$ cat src/rtl/ctrl_pkg.sv
// ctrl_pkg: shared encodings for the multi-cycle MIPS-subset control path.
// Holds the opcode constants, the ALUOp classes (also used by the ALU
// controller), the 4-bit FSM state encoding and the datapath mux encodings.
package ctrl_pkg;

  // Opcode field values
  localparam logic [5:0] OP_R    = 6'h00;
  localparam logic [5:0] OP_J    = 6'h02;
  localparam logic [5:0] OP_BEQ  = 6'h04;
  localparam logic [5:0] OP_BNE  = 6'h05;
  localparam logic [5:0] OP_ADDI = 6'h08;
  localparam logic [5:0] OP_SLTI = 6'h0A;
  localparam logic [5:0] OP_ORI  = 6'h0D;
  localparam logic [5:0] OP_LUI  = 6'h0F;
  localparam logic [5:0] OP_LW   = 6'h23;
  localparam logic [5:0] OP_SW   = 6'h2B;

  // ALU operation classes handed to the ALU controller
  localparam logic [2:0] ALUOP_RTYPE = 3'b000;
  localparam logic [2:0] ALUOP_ADD   = 3'b001;
  localparam logic [2:0] ALUOP_ORI   = 3'b010;
  localparam logic [2:0] ALUOP_BNE   = 3'b011;
  localparam logic [2:0] ALUOP_BEQ   = 3'b100;
  localparam logic [2:0] ALUOP_SLTI  = 3'b101;
  localparam logic [2:0] ALUOP_LUI   = 3'b110;

  // ALU operand B select
  localparam logic [1:0] SRCB_RT     = 2'b00;
  localparam logic [1:0] SRCB_FOUR   = 2'b01;
  localparam logic [1:0] SRCB_IMM    = 2'b10;
  localparam logic [1:0] SRCB_IMM_SH = 2'b11;

  // PC source select
  localparam logic [1:0] PCSRC_ALU    = 2'b00;
  localparam logic [1:0] PCSRC_ALUOUT = 2'b01;
  localparam logic [1:0] PCSRC_JUMP   = 2'b10;

  // FSM states; codes 12..15 are unused and recover to S_FETCH
  typedef enum logic [3:0] {
    S_FETCH    = 4'd0,
    S_DECODE   = 4'd1,
    S_MEM_ADDR = 4'd2,
    S_MEM_RD   = 4'd3,
    S_MEM_WB   = 4'd4,
    S_MEM_WR   = 4'd5,
    S_EXEC_R   = 4'd6,
    S_R_WB     = 4'd7,
    S_EXEC_I   = 4'd8,
    S_I_WB     = 4'd9,
    S_BRANCH   = 4'd10,
    S_JUMP     = 4'd11
  } state_t;

endpackage

$ cat src/rtl/alu_op_enc.sv
// alu_op_enc: combinational ALUOp encoder.
// Maps (state, latched opcode) to the 3-bit ALU class for the ALU controller.
//   i_state  : current FSM state
//   i_op     : opcode latched in DECODE
//   o_alu_op : ALUOp class; 000 in states that do not use the ALU
module alu_op_enc
  import ctrl_pkg::*;
(
  input  state_t      i_state,
  input  logic [5:0]  i_op,
  output logic [2:0]  o_alu_op
);

  always_comb begin
    o_alu_op = ALUOP_RTYPE;
    case (i_state)
      // PC+4 in FETCH, branch target in DECODE, address in MEM_ADDR
      S_FETCH, S_DECODE, S_MEM_ADDR: o_alu_op = ALUOP_ADD;
      S_EXEC_R:                      o_alu_op = ALUOP_RTYPE;
      S_EXEC_I: begin
        case (i_op)
          OP_SLTI: o_alu_op = ALUOP_SLTI;
          OP_ORI:  o_alu_op = ALUOP_ORI;
          OP_LUI:  o_alu_op = ALUOP_LUI;
          default: o_alu_op = ALUOP_ADD;   // ADDI
        endcase
      end
      S_BRANCH: o_alu_op = (i_op == OP_BNE) ? ALUOP_BNE : ALUOP_BEQ;
      default:  o_alu_op = ALUOP_RTYPE;
    endcase
  end

endmodule

$ cat src/rtl/main_ctrl_fsm.sv
// main_ctrl_fsm: multi-cycle main control unit for the MIPS-subset datapath.
// Sequences fetch/decode/execute/memory/write-back and drives the datapath
// selects and strobes. Memory uses a variable-latency req/ack handshake.
// Ports:
//   clk_i, rst_i (async, active-low)
//   instr_op_i  : IR opcode, valid from DECODE onward
//   zero_i      : branch condition true
//   mem_ack_i   : memory completes current request this cycle
//   mem_read_o / mem_write_o / iord_o          : memory request + address select
//   ir_write_o / pc_write_o / reg_write_o      : strobes
//   reg_dst_o / mem_to_reg_o / alu_src_a_o / alu_src_b_o / pc_src_o : selects
//   alu_op_o    : ALU class for the ALU controller
//   illegal_o   : pulse on unsupported opcode (DECODE)
//   instr_done_o: pulse on retirement
//   state_o     : current state code (debug)
module main_ctrl_fsm
  import ctrl_pkg::*;
(
  input  logic       clk_i,
  input  logic       rst_i,
  input  logic [5:0] instr_op_i,
  input  logic       zero_i,
  input  logic       mem_ack_i,
  output logic       mem_read_o,
  output logic       mem_write_o,
  output logic       iord_o,
  output logic       ir_write_o,
  output logic       pc_write_o,
  output logic       reg_write_o,
  output logic       reg_dst_o,
  output logic       mem_to_reg_o,
  output logic       alu_src_a_o,
  output logic [1:0] alu_src_b_o,
  output logic [1:0] pc_src_o,
  output logic [2:0] alu_op_o,
  output logic       illegal_o,
  output logic       instr_done_o,
  output logic [3:0] state_o
);

  state_t     r_state;
  logic [5:0] r_op;

  state_t     w_next;
  logic       w_mem_read, w_mem_write, w_iord, w_ir_write, w_pc_write;
  logic       w_reg_write, w_reg_dst, w_mem_to_reg, w_alu_src_a;
  logic [1:0] w_alu_src_b, w_pc_src;
  logic       w_illegal, w_done;
  logic [2:0] w_alu_op;

  always_ff @(posedge clk_i or negedge rst_i) begin
    if (!rst_i) begin
      r_state <= S_FETCH;
      r_op    <= '0;
    end else begin
      r_state <= w_next;
      // Later states decode the latched copy; the IR may change after DECODE.
      if (r_state == S_DECODE) r_op <= instr_op_i;
    end
  end

  always_comb begin
    w_next       = r_state;
    w_mem_read   = 1'b0;
    w_mem_write  = 1'b0;
    w_iord       = 1'b0;
    w_ir_write   = 1'b0;
    w_pc_write   = 1'b0;
    w_reg_write  = 1'b0;
    w_reg_dst    = 1'b0;
    w_mem_to_reg = 1'b0;
    w_alu_src_a  = 1'b0;
    w_alu_src_b  = SRCB_RT;
    w_pc_src     = PCSRC_ALU;
    w_illegal    = 1'b0;
    w_done       = 1'b0;
    case (r_state)
      S_FETCH: begin
        w_mem_read  = 1'b1;
        w_alu_src_b = SRCB_FOUR;
        if (mem_ack_i) begin
          w_ir_write = 1'b1;
          w_pc_write = 1'b1;
          w_next     = S_DECODE;
        end
      end
      S_DECODE: begin
        // Speculatively compute the branch target into ALUOut.
        w_alu_src_b = SRCB_IMM_SH;
        case (instr_op_i)
          OP_LW, OP_SW:                      w_next = S_MEM_ADDR;
          OP_R:                              w_next = S_EXEC_R;
          OP_ADDI, OP_SLTI, OP_ORI, OP_LUI:  w_next = S_EXEC_I;
          OP_BEQ, OP_BNE:                    w_next = S_BRANCH;
          OP_J:                              w_next = S_JUMP;
          default: begin
            w_illegal = 1'b1;
            w_next    = S_FETCH;
          end
        endcase
      end
      S_MEM_ADDR: begin
        w_alu_src_a = 1'b1;
        w_alu_src_b = SRCB_IMM;
        w_next      = (r_op == OP_SW) ? S_MEM_WR : S_MEM_RD;
      end
      S_MEM_RD: begin
        w_mem_read = 1'b1;
        w_iord     = 1'b1;
        if (mem_ack_i) w_next = S_MEM_WB;
      end
      S_MEM_WB: begin
        w_reg_write  = 1'b1;
        w_mem_to_reg = 1'b1;
        w_done       = 1'b1;
        w_next       = S_FETCH;
      end
      S_MEM_WR: begin
        w_mem_write = 1'b1;
        w_iord      = 1'b1;
        if (mem_ack_i) begin
          w_done = 1'b1;
          w_next = S_FETCH;
        end
      end
      S_EXEC_R: begin
        w_alu_src_a = 1'b1;
        w_alu_src_b = SRCB_RT;
        w_next      = S_R_WB;
      end
      S_R_WB: begin
        w_reg_write = 1'b1;
        w_reg_dst   = 1'b1;
        w_done      = 1'b1;
        w_next      = S_FETCH;
      end
      S_EXEC_I: begin
        w_alu_src_a = 1'b1;
        w_alu_src_b = SRCB_IMM;
        w_next      = S_I_WB;
      end
      S_I_WB: begin
        w_reg_write = 1'b1;
        w_done      = 1'b1;
        w_next      = S_FETCH;
      end
      S_BRANCH: begin
        w_alu_src_a = 1'b1;
        w_alu_src_b = SRCB_RT;
        w_pc_src    = PCSRC_ALUOUT;
        w_pc_write  = zero_i;
        w_done      = 1'b1;
        w_next      = S_FETCH;
      end
      S_JUMP: begin
        w_pc_write = 1'b1;
        w_pc_src   = PCSRC_JUMP;
        w_done     = 1'b1;
        w_next     = S_FETCH;
      end
      default: w_next = S_FETCH;   // unused codes: all outputs stay 0
    endcase
  end

  alu_op_enc u_alu_op_enc (
    .i_state  (r_state),
    .i_op     (r_op),
    .o_alu_op (w_alu_op)
  );

  // Reset gates every output combinationally so an in-flight request or
  // strobe is dropped the moment rst_i falls, not at the next edge.
  assign mem_read_o   = rst_i & w_mem_read;
  assign mem_write_o  = rst_i & w_mem_write;
  assign iord_o       = rst_i & w_iord;
  assign ir_write_o   = rst_i & w_ir_write;
  assign pc_write_o   = rst_i & w_pc_write;
  assign reg_write_o  = rst_i & w_reg_write;
  assign reg_dst_o    = rst_i & w_reg_dst;
  assign mem_to_reg_o = rst_i & w_mem_to_reg;
  assign alu_src_a_o  = rst_i & w_alu_src_a;
  assign alu_src_b_o  = {2{rst_i}} & w_alu_src_b;
  assign pc_src_o     = {2{rst_i}} & w_pc_src;
  assign alu_op_o     = {3{rst_i}} & w_alu_op;
  assign illegal_o    = rst_i & w_illegal;
  assign instr_done_o = rst_i & w_done;
  assign state_o      = r_state;

endmodule

$ cat config.mk
export PLATFORM = sky130hd
export DESIGN_NAME = main_ctrl_fsm
export DESIGN_NICKNAME = d
export VERILOG_FILES = /design/src/rtl/ctrl_pkg.sv /design/src/rtl/alu_op_enc.sv /design/src/rtl/main_ctrl_fsm.sv
export SDC_FILE = /design/constraint.sdc
export NUM_CORES = 1
export LEC_CHECK = 0
export CAP_MARGIN = 20
export CORE_ASPECT_RATIO = 0.5
export CORE_MARGIN = 3
export CORE_UTILIZATION = 35
export CTS_BUF_LIST = sky130_fd_sc_hd__clkbuf_4 sky130_fd_sc_hd__clkbuf_8
export DETAILED_ROUTE_END_ITERATION = 12
export SLEW_MARGIN = 5
export SYNTH_ARGS = -nofsm -noshare
export SYNTH_HDL_FRONTEND = slang
export SYNTH_HIERARCHICAL = 1
export SYNTH_SLANG_ARGS = --single-unit
$ cat constraint.sdc
create_clock -name clk_i -period 2.23 [get_ports clk_i]
set_input_delay 0.446 -clock clk_i [delete_from_list [all_inputs] [get_ports clk_i]]
set_output_delay 0.446 -clock clk_i [all_outputs]
set_load 0.05 [all_outputs]
Yosys cells after proc, flatten, opt, wreduce, memory -nomap -nowiden
Cells that the tools add are included.
Widths: inputs -> output; s select.
{ "totals": {"ff_bits": 10, "inputBits": 10, "output_inout_bits": 22, "word_cells": 82} }
{ "op_classes": {"eq_ne": 28, "muxes": 24, "bitwise": 14, "n_reduce_logical": 14} }
{ "ops": {"columns": ["op", "count"], "rows": [
  ["$eq 6x4->1 const B", 7],
  ["$pmux 4 s7", 1],
  ["$pmux 4 s5", 1],
  ["$eq 6x3->1 const B", 3],
  ["$eq 6x6->1 const B", 3],
  ["$pmux 3 s3", 2],
  ["$eq 4x3->1 const B", 4],
  ["$eq 4x4->1 const B", 4],
  ["$mux 4", 3],
  ["$and 1x1->1", 11],
  ["$mux 1", 11],
  ["$reduce_or 10->1", 1],
  ["$reduce_or 2->1", 5],
  ["$eq 4x2->1 const B", 2],
  ["$reduce_or 4->1", 2],
  ["$eq 6x2->1 const B", 1],
  ["$logic_not 6->1", 1],
  ["$mux 3", 2],
  ["$ne 2x2->1 const B", 3],
  ["$pmux 2 s3", 1],
  ["$reduce_or 3->1", 2],
  ["$reduce_or 5->1", 1],
  ["$and 2x2->2", 2],
  ["$eq 4x1->1 const B", 1],
  ["6 further kinds", 6]
]} }

Longest topological paths before layout
{ "logic_depth": {"ltp_word": 5, "ltp_mapped": 5, "ltp_nobuf": 4} }

By module
Netlist, hierarchy kept.
{ "modules_own_cells": {"columns": ["mod", "n_inst", "cells_per_inst", "area_each_um2", "seq_area_each_um2"], "rows": [
  ["main_ctrl_fsm", 1, 95, 833.3, 250.2],
  ["alu_op_enc", 1, 16, 132.6, 0.0]
]} }

Worst setup path before layout
OpenSTA, ideal clock, no wires.
{ "synth_path": {"path_type": "reg2out", "startpoint": "register r_state[3] (netlist: state_o[3])", "endpoint": "output port illegal_o", "t_arrival_ps": 3526, "required_ps": 1784, "path_slack_ps": -1742, "path_stages_with_launch": 5, "n_path_buf": 1, "cell_sequence": "dfrtp_1 > buf_4 > nor2_1 > nand2_1 > a2111oi_0"} }
{ "synth_via": {"elab_chain_cells": 3} }
{ "synth_rtl": {"columns": ["item", "line", "source"], "rows": [
  ["from (decl)", "main_ctrl_fsm.sv:41", "state_t r_state;"],
  ["from (signal assigned)", "main_ctrl_fsm.sv:56", "r_state <= w_next;"],
  ["$eq 4x1->1", "main_ctrl_fsm.sv:77", "case (r_state)"],
  ["$mux 1", "main_ctrl_fsm.sv:77", null],
  ["$and 1x1->1", "main_ctrl_fsm.sv:185", "assign illegal_o = rst_i & w_illegal;"],
  ["to (decl)", "main_ctrl_fsm.sv:36", "output logic illegal_o,"]
]} }
No other way between the ends.

Final worst setup path
{ "layout_path": {"startpoint": "input port rst_i", "endpoint": "output port illegal_o"} }
{ "layout_via": {"elab_chain_cells": 1} }
{ "layout_rtl": {"columns": ["item", "line", "source"], "rows": [
  ["from (decl)", "main_ctrl_fsm.sv:20", "input logic rst_i,"],
  ["$and 1x1->1", "main_ctrl_fsm.sv:185", null]
]} }
No other way between the ends.

==> results_dict.tcl <==
set metrics [dict create \
    outcome "completed" \
    synth_top_area_share_pct 25.9 \
    finClkSkew_ps 1.61 \
    synth_area_per_cell_um2 8.70 \
    dr.pass1.iters 4 \
    cts_tree "yes" \
    synth_common_cells "16 x nor2_1, 10 x dfrtp_1, 9 x nand2_1, 7 x mux2_2, 6 x nor3_1" \
    slew_headroom_pct 70.6 \
    ys_warn_count 6 \
    diodes 0 \
    seq_area_frac_synth_pct 25.9 \
    avgViaCountPerCell 5.28 \
    max_freq_mhz 460 \
    place_hpwl_mm 2.13 \
    yosysUniqueCellTypes 46 \
    hold_ws_ps 590 \
    power_density_mw_per_mm2 1150 \
    grt_max_degree 23 \
    postRouteAntennaNets 0 \
    tns_ps 0 \
    fin_crit_sh_pct 97.5 \
    yosysTopAreaCell "dfrtp_1" \
    grt-ovfl-total 0 \
    num_vias 1041 \
    htree_levels 1 \
    nNetsFinal 173 \
    regArea_um2 253 \
    clk_latency_ps 240 \
    drv_cap 0 \
    cp-start-kind "input pin" \
    gp_congestion 0.812 \
    hold_path_class "reg -> reg" \
    fp.dieW_um 80.3 \
    peakVddDrop_mv 0.741 \
    totalWireLength_mm 2.83 \
    synthArstFlopShare_pct 100 \
    clock-sinks 10 \
    synth_nets 121 \
    p_leak_nw 0.692 \
    syn-cell-area_um2 966 \
    tightest_slew_ps 439 \
    cts_made_buffers 3 \
    cp-end-kind "output pin" \
    track_usage_pct 17.7 \
    clockBufferDepth 2 \
    die_h_um 43.1 \
    slew_violations 0 \
    critPathKind "in -> out" \
    setup_viol_count_final 0 \
    areaGrowthSynthToFinish_pct 83.2 \
    grt_pass1_vias 949 \
    antenna_found_initial 0 \
    io_buffers 31 \
    multiInputGateArea_um2 762 \
    grt_pass1_wl_mm 4.80 \
    yosysMostFrequentCell "nor2_1" \
    drive_gt1_share_pct 48.1 \
    io_pins 32 \
    post-route-min-period_ps 2170 \
    floorplan.die_area_mm2 0.00346 \
    synth_top_flop_cell "dfrtp_1" \
    synth_top_cells_by_area "dfrtp_1 26%, mux2_2 8.2%, nor2_1 6.2%" \
    crit_path_max_fanout 2 \
    cts_root_buf "clkbuf_8" \
    rows 12 \
    ys_ff_latch 10 \
    arrival_ps 1730 \
    drcViolationCount 0 \
    critPathRequiredTime_ps 1780 \
    drt-initial-drc-count 79 \
    n_fill_cell 184 \
    wl_per_cell_um 14.3 \
    clk_transition_reported_paths_ps 50 \
    finalHoldViolCount 0 \
    netlist_instances 111 \
    synth-edff-count 0 \
    design_power_total_w 0.00204 \
    cts_hold_buf 0 \
    core_area_mm2 0.00242 \
    rsz0062_at_grt "false" \
    initial_core_util_pct 40.0 \
]
## sequential cells by signal, indices dropped and copies added, names as in the netlist
signal and flops:
r_op 6, state_o 4
## through the flow
step | instances | setup slack [ps] | util (%) | cell area (um^2)
global route | 197 | 6.05 | 73.2 | 1770
finish | 197 | 55.2 | 73.2 | 1770
CTS | 193 | 56.6 | 71.8 | 1740
floorplan | 111 | -151 | - | 1030
global placement | 188 | -172 | 68.4 | 1650
detailed placement | 188 | -192 | 68.4 | 1650
## cell families after synthesis
kind of cell / count (synthesis) / share of synthesized area (%)
AOI/OAI and AO/OA: 26 / 21.8
xor gates and xnor gates: 3 / 2.72
buffers and inverters: 7 / 5.05
DFF: 10 / 25.9
muxes: 8 / 9.20
and+or+nand+nor: 57 / 35.4
## critical path, stage by stage
cell and delay, ps:
clkdlybuf4s50_1 560, nand2_1 140, a2111oi_4 400, buf_12 180
## final timing paths
kind                                        start                     end  slack (ps)  cells past startpoint
min in group asynchronous                   rst_i     r_op[2]$_DFFE_PN0P_         610                      2
max in group asynchronous                   rst_i  state_o[3]$_DFFE_PN0P_        1470                      2
setup / recovery                            rst_i               illegal_o          60                      4
setup reg to reg           state_o[2]$_DFFE_PN0P_  state_o[2]$_DFFE_PN0P_         480                      4
hold / removal                r_op[5]$_DFFE_PN0P_     r_op[5]$_DFFE_PN0P_         590                      1
hold reg to reg               r_op[5]$_DFFE_PN0P_     r_op[5]$_DFFE_PN0P_         590                      1
## repair_timing
item	4_1_cts	5_1_grt
buffers inserted	1	4
endpoints found under the hold margin	0	0
cloned	0	0
endpoints found under the setup margin	2	6
pin swaps	1	0
resized for setup	10	2
## where the power goes
part / total, W / switching [W] / internal [W]
Combinational: 0.00139 / 0.000731 / 0.000657
Sequential: 0.000419 / 0.000155 / 0.000264
Clock: 0.000235 / 0.0000789 / 0.000156
## area by class of cell
| type | instances | share of cell area [%] |
|---|---|---|
| sequential | 10 | 14.3 |
| clock buffer | 4 | 3.11 |
| inverter | 1 | 0.212 |
| tap | 35 | 2.48 |
| multi-input combinational | 94 | 43.1 |
| timing repair buffer | 53 | 36.8 |
## per-layer routing
metal	vias up	wire (um)	GRT usage [%]
li1	518	-	-
met2	32	1230	25.3
met1	491	1430	26.9
met3	0	168	4.45
met4	0	0	2.02
met5	-	0	0
## cells in the final DEF (no fill, tap or decap), types with 2 or more instances in the layout
| cell type | n |
|---|---|
| a2111oi_4 | 2 |
| a21oi_1 | 2 |
| a21oi_2 | 2 |
| a311oi_1 | 2 |
| and2_1 | 3 |
| and3_1 | 2 |
| buf_12 | 19 |
| buf_4 | 25 |
| clkbuf_8 | 4 |
| clkdlybuf4s50_1 | 4 |
| dfrtp_1 | 8 |
| dfrtp_2 | 2 |
| dlygate4sd2_1 | 5 |
| mux2_2 | 7 |
| nand2_1 | 9 |
| nand2b_1 | 4 |
| nand3_1 | 3 |
| nor2_1 | 12 |
| nor2_2 | 4 |
| nor2b_1 | 2 |
| nor3_1 | 3 |
| nor3_4 | 3 |
| o32ai_1 | 2 |
| xnor2_1 | 3 |
Power figures use the tool's default switching activity.
